--- config.mk ---
export PLATFORM = sky130hd
export DESIGN_NAME = stage_if_fetch_flat
export DESIGN_NICKNAME = d
export VERILOG_FILES = /design/src/rtl/stage_if_fetch_pkg.sv /design/src/rtl/stage_if_fetch_if.sv /design/src/rtl/stage_if_fetch_next_pc.sv /design/src/rtl/stage_if_fetch.sv /design/src/flat_wrapper.sv
export SDC_FILE = /design/constraint.sdc
export NUM_CORES = 1
export LEC_CHECK = 0
export CAP_MARGIN = 15
export CORE_ASPECT_RATIO = 0.8
export CORE_MARGIN = 2
export CORE_UTILIZATION = 35
export DETAILED_ROUTE_END_ITERATION = 10
export PLACE_DENSITY = 0.67
export REMOVE_ABC_BUFFERS = 1
export SYNTH_ARGS = -nofsm -noshare
export SYNTH_HDL_FRONTEND = slang
export SYNTH_SLANG_ARGS = --single-unit
--- constraint.sdc ---
create_clock -name clock -period 2.7 [get_ports clock]
set_input_delay 0.54 -clock clock [delete_from_list [all_inputs] [get_ports clock]]
set_output_delay 0.54 -clock clock [all_outputs]
set_load 0.1 [all_outputs]
--- src/rtl/stage_if_fetch_pkg.sv ---
// Shared definitions for the instruction-fetch stage: widths, reset PC,
// nop word, reset/stall polarities and the fetch FSM state encoding.
package stage_if_fetch_pkg;

  localparam int unsigned XLEN    = 32;
  localparam int unsigned STALL_W = 6;

  localparam logic [XLEN-1:0] RESET_PC = 32'h0000_0000;
  localparam logic [XLEN-1:0] NOP_WORD = 32'h0000_0000;
  localparam logic [XLEN-1:0] PC_STEP  = 32'd4;

  localparam logic RESET_ENABLE  = 1'b1;
  localparam logic STALL_ENABLE  = 1'b1;
  localparam logic STALL_DISABLE = 1'b0;

  typedef enum logic [1:0] {
    FETCH_IDLE    = 2'd0,
    FETCH_FETCH   = 2'd1,
    FETCH_HOLD    = 2'd2,
    FETCH_DISCARD = 2'd3
  } fetch_state_e;

endpackage

--- src/rtl/stage_if_fetch_if.sv ---
// Instruction-bus handshake between the fetch stage (master) and memory (slave).
//   bus_request/bus_address : master -> slave, address held until bus_ack
//   bus_ack/bus_data        : slave -> master, data valid in the ack cycle
interface stage_if_fetch_if;
  import stage_if_fetch_pkg::*;

  logic            bus_request;
  logic [XLEN-1:0] bus_address;
  logic            bus_ack;
  logic [XLEN-1:0] bus_data;

  modport master (output bus_request, output bus_address,
                  input  bus_ack,     input  bus_data);
  modport slave  (input  bus_request, input  bus_address,
                  output bus_ack,     output bus_data);
endinterface

--- src/rtl/stage_if_fetch_next_pc.sv ---
// Next-PC selection: taken-branch target or sequential PC + 4 (32-bit wrap).
//   pc, branch_enable, branch_target -> next_pc_c
module fetch_next_pc
  import stage_if_fetch_pkg::*;
(
  input  logic [XLEN-1:0] pc,
  input  logic            branch_enable,
  input  logic [XLEN-1:0] branch_target,
  output logic [XLEN-1:0] next_pc_c
);

  always_comb begin
    next_pc_c = pc + PC_STEP;
    if (branch_enable) begin
      next_pc_c = branch_target;
    end
  end

endmodule

--- src/rtl/stage_if_fetch.sv ---
// Instruction-fetch stage: owns the PC, runs the instruction-bus handshake and
// presents PC/instruction to the IF/ID latch.
//   clock, reset             : single clock, synchronous active-high reset
//   stall[0]                 : holds the fetch stage; stall[5:1] unused here
//   flush, flush_pc          : exception/eret redirect, highest priority
//   branch_enable/target     : taken branch in ID, applied after the delay slot
//   bus                      : instruction-bus master handshake
//   if_register_pc           : PC of the presented instruction
//   if_instruction           : presented instruction, nop when none is valid
//   stall_request            : fetch cannot supply an instruction this cycle
module stage_if_fetch
  import stage_if_fetch_pkg::*;
(
  input  logic               clock,
  input  logic               reset,
  input  logic [STALL_W-1:0] stall,
  input  logic               flush,
  input  logic [XLEN-1:0]    flush_pc,
  input  logic               branch_enable,
  input  logic [XLEN-1:0]    branch_target,
  stage_if_fetch_if.master   bus,
  output logic [XLEN-1:0]    if_register_pc,
  output logic [XLEN-1:0]    if_instruction,
  output logic               stall_request
);

  fetch_state_e    state_q, state_d;
  logic [XLEN-1:0] pc_q, pc_d;
  logic [XLEN-1:0] req_address_q, req_address_d;
  logic [XLEN-1:0] buffer_q, buffer_d;
  logic [XLEN-1:0] next_pc_c;
  logic            stage_held_c;
  logic            unused_stall_c;

  assign stage_held_c   = (stall[0] == STALL_ENABLE);
  assign unused_stall_c = ^stall[STALL_W-1:1];
  assign if_register_pc = pc_q;

  fetch_next_pc u_next_pc (
    .pc            (pc_q),
    .branch_enable (branch_enable),
    .branch_target (branch_target),
    .next_pc_c     (next_pc_c)
  );

  // State and datapath registers
  always_ff @(posedge clock) begin
    if (reset == RESET_ENABLE) begin
      state_q       <= FETCH_IDLE;
      pc_q          <= RESET_PC;
      req_address_q <= RESET_PC;
      buffer_q      <= NOP_WORD;
    end else begin
      state_q       <= state_d;
      pc_q          <= pc_d;
      req_address_q <= req_address_d;
      buffer_q      <= buffer_d;
    end
  end

  // Next state, PC update and handshake outputs
  always_comb begin
    state_d         = state_q;
    pc_d            = pc_q;
    req_address_d   = req_address_q;
    buffer_d        = buffer_q;
    bus.bus_request = 1'b0;
    bus.bus_address = req_address_q;
    if_instruction  = NOP_WORD;
    stall_request   = 1'b0;

    case (state_q)
      FETCH_IDLE: begin
        state_d = FETCH_FETCH;
      end
      FETCH_FETCH: begin
        bus.bus_request = 1'b1;
        bus.bus_address = pc_q;
        req_address_d   = pc_q;
        if (bus.bus_ack) begin
          if_instruction = bus.bus_data;
          if (stage_held_c) begin
            // Park the word so the bus is free while the pipeline is stalled.
            buffer_d = bus.bus_data;
            state_d  = FETCH_HOLD;
          end else begin
            pc_d = next_pc_c;
          end
        end else begin
          stall_request = 1'b1;
        end
      end
      FETCH_HOLD: begin
        if_instruction = buffer_q;
        if (stall[0] == STALL_DISABLE) begin
          pc_d    = next_pc_c;
          state_d = FETCH_FETCH;
        end
      end
      FETCH_DISCARD: begin
        // Old request is still outstanding; finish it and drop its data.
        bus.bus_request = 1'b1;
        stall_request   = 1'b1;
        if (bus.bus_ack) begin
          state_d = FETCH_FETCH;
        end
      end
      default: begin
        state_d = FETCH_IDLE;
      end
    endcase

    // Redirect overrides everything; an unacked request must still complete.
    if (flush) begin
      pc_d           = flush_pc;
      buffer_d       = NOP_WORD;
      if_instruction = NOP_WORD;
      stall_request  = 1'b0;
      if (state_q == FETCH_FETCH && !bus.bus_ack) begin
        state_d = FETCH_DISCARD;
      end else if (state_q != FETCH_DISCARD) begin
        state_d = FETCH_FETCH;
      end
    end
  end

endmodule

--- src/flat_wrapper.sv ---
// flat-port wrapper written by rule: the top's interface ports become plain ports
module stage_if_fetch_flat import stage_if_fetch_pkg::*;
  (clock, reset, stall, flush, flush_pc, branch_enable, branch_target, if_register_pc, if_instruction, stall_request, bus_bus_request, bus_bus_address, bus_bus_ack, bus_bus_data);
  stage_if_fetch_if bus_i ();
  input  logic clock;
  input  logic reset;
  input  logic [STALL_W-1:0] stall;
  input  logic flush;
  input  logic [XLEN-1:0] flush_pc;
  input  logic branch_enable;
  input  logic [XLEN-1:0] branch_target;
  output logic [XLEN-1:0] if_register_pc;
  output logic [XLEN-1:0] if_instruction;
  output logic stall_request;
  output wire logic [$bits(bus_i.bus_request)-1:0] bus_bus_request;
  output wire logic [$bits(bus_i.bus_address)-1:0] bus_bus_address;
  input wire logic [$bits(bus_i.bus_ack)-1:0] bus_bus_ack;
  input wire logic [$bits(bus_i.bus_data)-1:0] bus_bus_data;
  assign bus_bus_request = bus_i.bus_request;
  assign bus_bus_address = bus_i.bus_address;
  assign bus_i.bus_ack = bus_bus_ack;
  assign bus_i.bus_data = bus_bus_data;
  stage_if_fetch u_core (.clock(clock), .reset(reset), .stall(stall), .flush(flush), .flush_pc(flush_pc), .branch_enable(branch_enable), .branch_target(branch_target), .bus(bus_i), .if_register_pc(if_register_pc), .if_instruction(if_instruction), .stall_request(stall_request));
endmodule
==> impl_metrics.json, run 1 <==
{
  "viasPerCell": 5.39,
  "status": "completed",
  "synth_cells": 677,
  "synth_seq_cells": 98,
  "grt_pass1_wl_mm": 29.1,
  "rows": 40,
  "fin_ws_ps": 169,
  "clockBufferDepth": 2,
  "route.detailed.drc": 0,
  "fin_util": 0.566,
  "ir_worst_vdd_v": 0.000320,
  "grt_pass1_vias": 5256,
  "clk_transition_reported_paths_ps": 70,
  "die_area_mm2": 0.0163,
  "portBuffers": 199,
  "cap_violations": 0,
  "postRouteAntennaNets": 0,
  "dpl-instance-area_mm2": 0.00817,
  "vias": 5658,
  "io_pins": 205,
  "fin_crit_sh": 0.938,
  "leakage_nw": 3.21,
  "synth_top_area_share": 0.367,
  "cp-start-kind": "register",
  "fillers": 1366,
  "hold_viol_final": 0,
  "yosysMostFrequentCell": "dfxtp_1",
  "setup_viol_count_final": 0,
  "end_kind": "output pin",
  "worstMarginPinSlew_ps": 559,
  "hpwl_mm": 13.0,
  "switchingPower_mw": 1.64,
  "track_usage": 0.227,
  "clockRootBuffer": "clkbuf_16",
  "fin_hold_ws_ps": 456,
  "first_pass_iters": 4,
  "crit_fanout": 21,
  "yosys_warnings": 0,
  "pwr-share-seq": 0.368,
  "gr-total-overflow": 0,
  "fmax_mhz": 395,
  "finalPower_mw": 4.33,
  "grt_max_degree": 38,
  "synth.avg_cell_area_um2": 7.89,
  "gp_congestion": 0.850,
  "synthFlopType": "dfxtp_1",
  "numCtsBuffers": 9,
  "drt_iter0_drc": 403,
  "seq_area_frac_synth": 0.367,
  "synth_top_cell_by_area": "dfxtp_1",
  "htreeDepth": 3,
  "slew_headroom": 0.626,
  "start_util": 0.357,
  "design_area_mm2": 0.00847,
  "n_antenna_cell": 0,
  "core_area_mm2": 0.0150,
  "netlist-cell-type-count": 59,
  "powerDensity_mw_per_mm2": 511,
  "multiInputGateArea_mm2": 0.00311,
  "yosys-top-cells-area": "dfxtp_1 (37%), mux2_2 (7.0%), a21oi_1 (6.6%), nand2_1 (6.3%), a22oi_1 (4.8%)",
  "async_flop_share": 0,
  "comb_power_share": 0.337,
  "clockPowerShare": 0.295,
  "nets": 969,
  "hold_path_class": "reg -> reg",
  "rsz0062_at_grt": "no",
  "final_max_slew_viol_count": 0,
  "critPathKind": "reg -> out",
  "place_ws_ps": 205,
  "wl_per_cell_um": 17.4,
  "wl_mm": 18.3,
  "area_delta_synth_final_pct": 58.5,
  "required_ps": 2160,
  "drive_gt1_frac": 0.225,
  "synth_common_cells": "dfxtp_1 (98), nand2_1 (90), a21oi_1 (70)",
  "synth_edf_count": 0,
  "clock_sinks": 98,
  "internal_power_mw": 2.68,
  "clkLatencyLatePin_ps": 360,
  "die_y_um": 115,
  "fp.dieW_um": 142,
  "layout.area.seq_mm2": 0.00196,
  "skew_ps": 10.3,
  "min_period_ps": 2530,
  "switching_share": 0.380,
  "syn_area_mm2": 0.00534,
  "arrival_ps": 1990,
  "antenna_found_initial": 0,
  "cts_tree": "done"
}
==> critical path, stage by stage, from the launching register on <==
cell and delay, ps:
dfxtp_1 470, ha_4 230, buf_4 330, mux2_2 420
buf_12 180
==> repair_timing <==
| action | in CTS | in global routing |
|---|---|---|
| setup buffers | 0 | 0 |
| hold buffers | 0 | 0 |
| resized for setup | 0 | 3 |
| endpoints found under the setup margin | 0 | 4 |
==> path summary, 6_finish.rpt <==
| path | slack [ps] | endpoint | depth (start not counted) | from |
|---|---|---|---|---|
| worst min register to register | 460 | u_core.buffer_q[15]$_SDFFE_PP0P_ | 2 | u_core.buffer_q[15]$_SDFFE_PP0P_ |
| worst max register to register | 370 | u_core.if_register_pc[16]$_SDFFE_PP0P_ | 7 | u_core.if_register_pc[2]$_SDFFE_PP0P_ |
| worst min-delay path | 460 | u_core.buffer_q[15]$_SDFFE_PP0P_ | 2 | u_core.buffer_q[15]$_SDFFE_PP0P_ |
| worst max-delay path | 170 | bus_bus_address[28] | 4 | u_core.state_q[0]$_SDFF_PP0_ |
==> metrics by stage <==
step                      setup TNS, ps  cells
final                                 0   1050
after global routing                  0   1050
after CTS                             0   1050
after detailed placement              0   1034
after global placement                0   1034
after floorplan                  -70530    618
==> cell families after synthesis <==
kind of cell,Yosys count,synth area share
compound gates,195,0.236
fa+ha+maj,6,0.0140
buf+inv,73,0.0548
flops,98,0.367
mux,42,0.0864
simple gates,263,0.242
==> flip-flops by register name (all words and copies together), names as in the netlist <==
name	flops
u_core.buffer_q	32
u_core.if_register_pc	32
u_core.req_address_q	32
u_core.state_q	2
==> power by group through the flow <==
stage / sequential (mW) / combinational [mW] / clock (mW)
2_1_floorplan: 1.86 / 0.621 / 0
3_3_place_gp: 1.62 / 1.45 / 0
3_5_place_dp: 1.62 / 1.46 / 0
4_1_cts: 1.59 / 1.46 / 1.32
5_1_grt: 1.60 / 1.52 / 1.37
6_report: 1.59 / 1.46 / 1.28
==> cell type report <==
cell class              instances  share of cell area
repair buffers                227               0.334
multi-input cells             506               0.367
clock inverters                 6             0.00650
well taps                     189              0.0279
flip-flops and latches         98               0.232
inverters                      14             0.00620
clock buffers                  10              0.0270
==> metal layers <==
| layer | GRT usage | vias to the layer above | routed length [um] |
|---|---|---|---|
| met2 | 0.348 | 189 | 8290 |
| li1 | - | 2785 | - |
| met5 | 0 | - | 0 |
| met1 | 0.323 | 2662 | 8610 |
| met4 | 0.0633 | 0 | 289 |
| met3 | 0.0464 | 22 | 1130 |
==> layout by cell type (no fill, tap or decap), types with 11 or more instances in the layout <==
cell,count
nand2_1,90
dfxtp_1,98
buf_4,55
mux2_2,33
nand3_1,15
o21ai_0,19
nor2b_1,36
nor2_1,65
clkdlybuf4s50_1,99
and3_1,11
inv_1,14
a211oi_1,12
a21oi_1,70
buf_12,70
a22oi_1,34
Note: power is estimated with default switching activity, not from simulation.
==> run 2: changes to the inputs <==
- CORE_UTILIZATION: 35 -> 26
- PLACE_DENSITY: 0.67 -> not set
==> run 2 against run 1 <==
Clock skew shrank 1.4 ps. Die area grew 33%. Final cell count grew 8.1%. Largest cell class unchanged. Setup slack lost 8.2 ps. Flip-flop and latch count is the same.
==> impl_metrics.json, run 2 (synthesized netlist as in run 1, its figures left out) <==
{
  "status": "completed",
  "rows": 46,
  "required_ps": 2160,
  "r2r-start": "u_core.if_register_pc[17]$_SDFFE_PP0P_",
  "wl_mm": 19.7,
  "clockBufferDepth": 2,
  "nets": 977,
  "cp_top_family": "buffers and inverters",
  "clock_sinks": 98,
  "fp.dieW_um": 164,
  "reg2reg_depth": 5,
  "grt_pass1_vias": 5344,
  "final_common_cell": "clkdlybuf4s50_1",
  "clockRootBuffer": "clkbuf_16",
  "critPathKind": "reg -> out",
  "io_pins": 205,
  "first_pass_iters": 5,
  "slowest_delay_ps": 350,
  "cp_num_cells": 7,
  "fin_hold_ws_ps": 457,
  "min_period_ps": 2540,
  "route.detailed.drc": 0,
  "leakage_nw": 3.25,
  "fin_tns_setup_ps": 0,
  "setup_viol_count_final": 0,
  "track_usage": 0.181,
  "finalPower_mw": 4.43,
  "core_area_mm2": 0.0200,
  "drt_iter0_drc": 424,
  "numCtsBuffers": 9,
  "cpMostUsedCell": "buf_12",
  "design_area_mm2": 0.00863,
  "ir_worst_vdd_v": 0.000274,
  "die_area_mm2": 0.0217,
  "gp_congestion": 0.848,
  "wl_per_cell_um": 17.4,
  "cp_slowest_cell": "dfxtp_1",
  "grt_pass1_wl_mm": 30.8,
  "drive_gt1_frac": 0.235,
  "viasPerCell": 5.04,
  "end_kind": "output pin",
  "final_max_slew_viol_count": 0,
  "rsz0062_at_grt": "no",
  "cap_violations": 0,
  "reg2reg_slack_ps": 360,
  "portBuffers": 199,
  "crit_start": "u_core.state_q[1]$_SDFF_PP0_",
  "fmax_mhz": 394,
  "slew_headroom": 0.541,
  "hold_viol_final": 0,
  "fin_ws_ps": 161,
  "dpl-instance-area_mm2": 0.00831,
  "crit_fanout": 33,
  "cp-start-kind": "register",
  "hold_start": "u_core.buffer_q[14]$_SDFFE_PP0P_",
  "grt_max_degree": 36,
  "timing.critical_path.buf_inv": 3,
  "skew_ps": 8.89,
  "vias": 5717,
  "die_y_um": 132,
  "timing.rr.end": "u_core.if_register_pc[29]$_SDFFE_PP0P_",
  "postRouteAntennaNets": 0,
  "fin_util": 0.432,
  "endpoint": "if_instruction[31]",
  "clkLatencyLatePin_ps": 360,
  "layout_common_cells": "clkdlybuf4s50_1 (99), dfxtp_1 (97), nand2_1 (90)",
  "powerDensity_mw_per_mm2": 513,
  "start_util": 0.268,
  "clk_transition_reported_paths_ps": 70,
  "cts_tree": "done",
  "hpwl_mm": 14.2,
  "crit_chain": "inv_1 > ha_4 > and2_1 > buf_12 > a22oi_1 > nor2_1 > buf_12",
  "fin_crit_sh": 0.941,
  "placedCellCount": 1117,
  "htreeDepth": 3,
  "place_ws_ps": 213,
  "antenna_found_initial": 2,
  "hold_path_class": "reg -> reg",
  "arrival_ps": 2000,
  "layout.cells.non_filler": 1135,
  "worstMarginPinSlew_ps": 689,
  "postCtsSetupBuffers": 0,
  "area_delta_synth_final_pct": 61.5,
  "gr-total-overflow": 0,
  "hold_path_depth": 2
}
## run 2: cell count changes in the layout (fill, tap and decap cells not counted), sizes merged
cell	delta
buf	+8
bufinv	+1
clkinvlp	+1
diode	+2
inv	-2
## run 2: cell type report
type	count	area [um2]
clock buffers	10	229
flip-flops and latches	98	1960
repair buffers	235	2860
well taps	264	330
diodes	2	5.00
multi-input cells	506	3120
clock inverters	6	72.6
fillers	2003	11300
inverters	14	52.6
## run 2: layer usage
layer,global-route usage,part of all wire,up-vias,routed length (um)
met1,0.255,0.47,2740,9250
met3,0.0469,0.066,11,1300
met2,0.275,0.45,171,8960
li1,-,-,2795,-
met4,0.0409,0.011,0,216
met5,0,0,-,0
## run 2: how the worst min path moves through the flow
stage / to / slack [ps]
finish: u_core.buffer_q[14]$_SDFFE_PP0P_ / 460
global route: u_core.buffer_q[16]$_SDFFE_PP0P_ / 470
CTS: u_core.buffer_q[14]$_SDFFE_PP0P_ / 460
detailed placement: u_core.buffer_q[14]$_SDFFE_PP0P_ / 450
global placement: u_core.buffer_q[2]$_SDFFE_PP0P_ / 440
floorplan: u_core.buffer_q[0]$_SDFFE_PP0P_ / 440
## run 2: worst reg2reg max path: cells and delay by family, from the launching register on
family | cells | cell delay, ps
AO/OA/AOI/OAI | 2 | 310
AND/OR/NAND/NOR | 3 | 1380
flip-flops | 1 | 550
## run 2: timing repair
| item | CTS | global route |
|---|---|---|
| resized for setup | 1 | 3 |
| endpoints found under the setup margin | 1 | 27 |
| gates cloned | 0 | 0 |
| hold buffers | 0 | 0 |
## run 2: where the power goes
group	switching [mW]	total, mW	internal (mW)
clock network	0.638	1.37	0.732
logic	0.944	1.48	0.533
registers	0.0755	1.58	1.51
==> patch, RTL diff (config.mk and constraints of run 1) <==
The package constant `XLEN` goes from 32 to 28.
--- a/src/rtl/stage_if_fetch_pkg.sv
+++ b/src/rtl/stage_if_fetch_pkg.sv
@@ -4,3 +4,3 @@
 
-  localparam int unsigned XLEN    = 32;
+  localparam int unsigned XLEN    = 28;
   localparam int unsigned STALL_W = 6;
Interface: changed (6 resized); port bits go from 205 to 181. The function was not compared with the original's and may differ.
==> patch against run 1 <==
Clock skew decreased by 5.9 ps; non-clock buffer count shrank 27; register-to-register slack worse by 40 ps; total power shrank 8.0%; sequential power shrank 12%; sequential cell count down 12; clock power is 4% higher; cell area down 12%; setup slack got worse by 37 ps; wire length is 9.3% lower; synthesized area shrank 12%.
==> patch: results (changes against run 1) <==
outcome:
  status: "completed"  # unchanged
yosys:
  async_reset_ff_frac: 0  # unchanged
  synth_top_cells_by_count: "dfxtp_1 (86), nand2_1 (85), nor2_1 (55), a21oi_1 (41), a22oi_1 (40)"  # was dfxtp_1 (98), nand2_1 (90), a21oi_1 (70), nor2_1 (66), clkbuf_1 (43)
  synth_cell_types: 58  # was 59
  yosysSeqAreaShare: 0.366  # was 0.367
  yosys_warnings: 0  # unchanged
  synth_ff_type: "dfxtp_1"  # unchanged
  synth.area.top_cells: "dfxtp_1 (37%), nand2_1 (6.8%), mux2_2 (6.7%)"  # was dfxtp_1 (37%), mux2_2 (7.0%), a21oi_1 (6.6%)
job:
  drv_cap: 0  # unchanged
sta:
  fin_skew_ps: 4.46  # was 10.3 ps
  setup_viol_count_final: 0  # unchanged
  timing.slew.headroom: 0.415  # was 0.626
  finalHoldViolCount: 0  # unchanged
routing:
  routedWlPerCell_um: 17.9  # was 17.4 um
  firstDrtPassIters: 5  # was 4
  vias: 5175  # was 5,658
  drtIter0Drc: 368  # was 403
placement:
  dpl.hpwl_mm: 12.0  # was 13.0 mm
  post-place-ws_ps: 121  # was 205 ps
  numPortBuffers: 175  # was 199
  gp_congestion: 0.877  # was 0.850
clock_network:
  h-tree-depth: 3  # unchanged
  insertion_delay_ps: 330  # was 360 ps
  numCtsBuffers: 9  # unchanged
  clock_tree.buffer_depth: 2  # unchanged
  cts_root_buffer: "clkbuf_16"  # unchanged
  path_clk_slew_ps: 60
setup_path:
  worst-path-max-fanout: 28  # was 21
  critPathArrivalTime_ps: 2030  # was 1990 ps
global_routing:
  grt_usage: 0.230  # was 0.227
  grt_start_max_net_pins: 59  # was 38
  antenna_found_initial: 0  # unchanged
  grt_pass1_wl_mm: 26.7  # was 29.1 mm
  grt_pass1_vias: 5100  # was 5,256
pwr:
  power.leakage_nw: 2.76  # was 3.21 nW
  peakVddDrop_mv: 0.356  # was 0.320 mV
finish:
  final_layout_size_suffix_gt1_frac: 0.218  # was 0.225
  nets: 850  # was 969
  antenna_cells: 0  # unchanged
worst_hold_path:
  hold_path.class: "reg2reg"  # unchanged
[patch: power breakdown]
group | internal (mW) | total, mW | switching (mW)
logic | 0.450 | 1.25 | 0.802
registers | 1.32 | 1.40 | 0.0735
clock network | 0.810 | 1.33 | 0.520
total | 2.58 | 3.98 | 1.40
[patch: logic make-up (layout without fill, tap and decap cells)]
logic type,count (synthesis),count (layout),share of synthesized area
compound gates,159,159,0.226
fa+ha+maj,6,6,0.0160
buf+inv,59,229,0.0654
flops,86,86,0.366
mux,32,32,0.0782
simple gates,242,242,0.248
[patch: final timing paths]
kind	from	to	slack, ps	cells past startpoint
max	u_core.state_q[0]	if_instruction[18]	130	6
min	u_core.buffer_q[3]	u_core.buffer_q[3]	460	2
max reg2reg	u_core.state_q[0]	u_core.if_register_pc[20]	330	7
min reg2reg	u_core.buffer_q[3]	u_core.buffer_q[3]	460	2
[patch: stage by stage]
stage               instance area, um2  hold slack, ps  TNS, ps  power (mW)  std cells
floorplan                         4440             437   -35670        2.15        538
global placement                  7140             442        0        2.65        913
detailed placement                7140             450        0        2.67        913
CTS                               7450             459        0        4.00        929
global route                      7460             475        0        4.12        929
finish                            7460             455        0        3.98        929
[patch: timing repair]
action / in CTS / in global routing
hold buffers: 0 / 0
resized for setup: 0 / 1
setup endpoints to repair: 0 / 52
buffers inserted: 0 / 0
[patch: area by class of cell]
| type | instances | area [um2] |
|---|---|---|
| fill | 1144 | 5550 |
| multi-input combinational | 439 | 2690 |
| timing repair buffer | 200 | 2470 |
| sequential | 86 | 1720 |
| clock buffer | 10 | 229 |
| tap | 175 | 219 |
| clock inverter | 6 | 86.3 |
| inverter | 13 | 48.8 |
[patch: routing by layer]
layer | vias to the layer above | global-route usage | wire length, um
met2 | 212 | 0.368 | 7770
met3 | 32 | 0.0443 | 1050
met4 | 0 | 0.0783 | 423
met1 | 2488 | 0.309 | 7370
met5 | - | 0 | 0
li1 | 2443 | - | -
[patch: critical path, stage by stage (launching register included)]
cell	delay, ps
dfxtp_1	480
ha_4	310
and2_1	200
buf_12	190
a22oi_1	80
nor2_1	210
buf_12	210
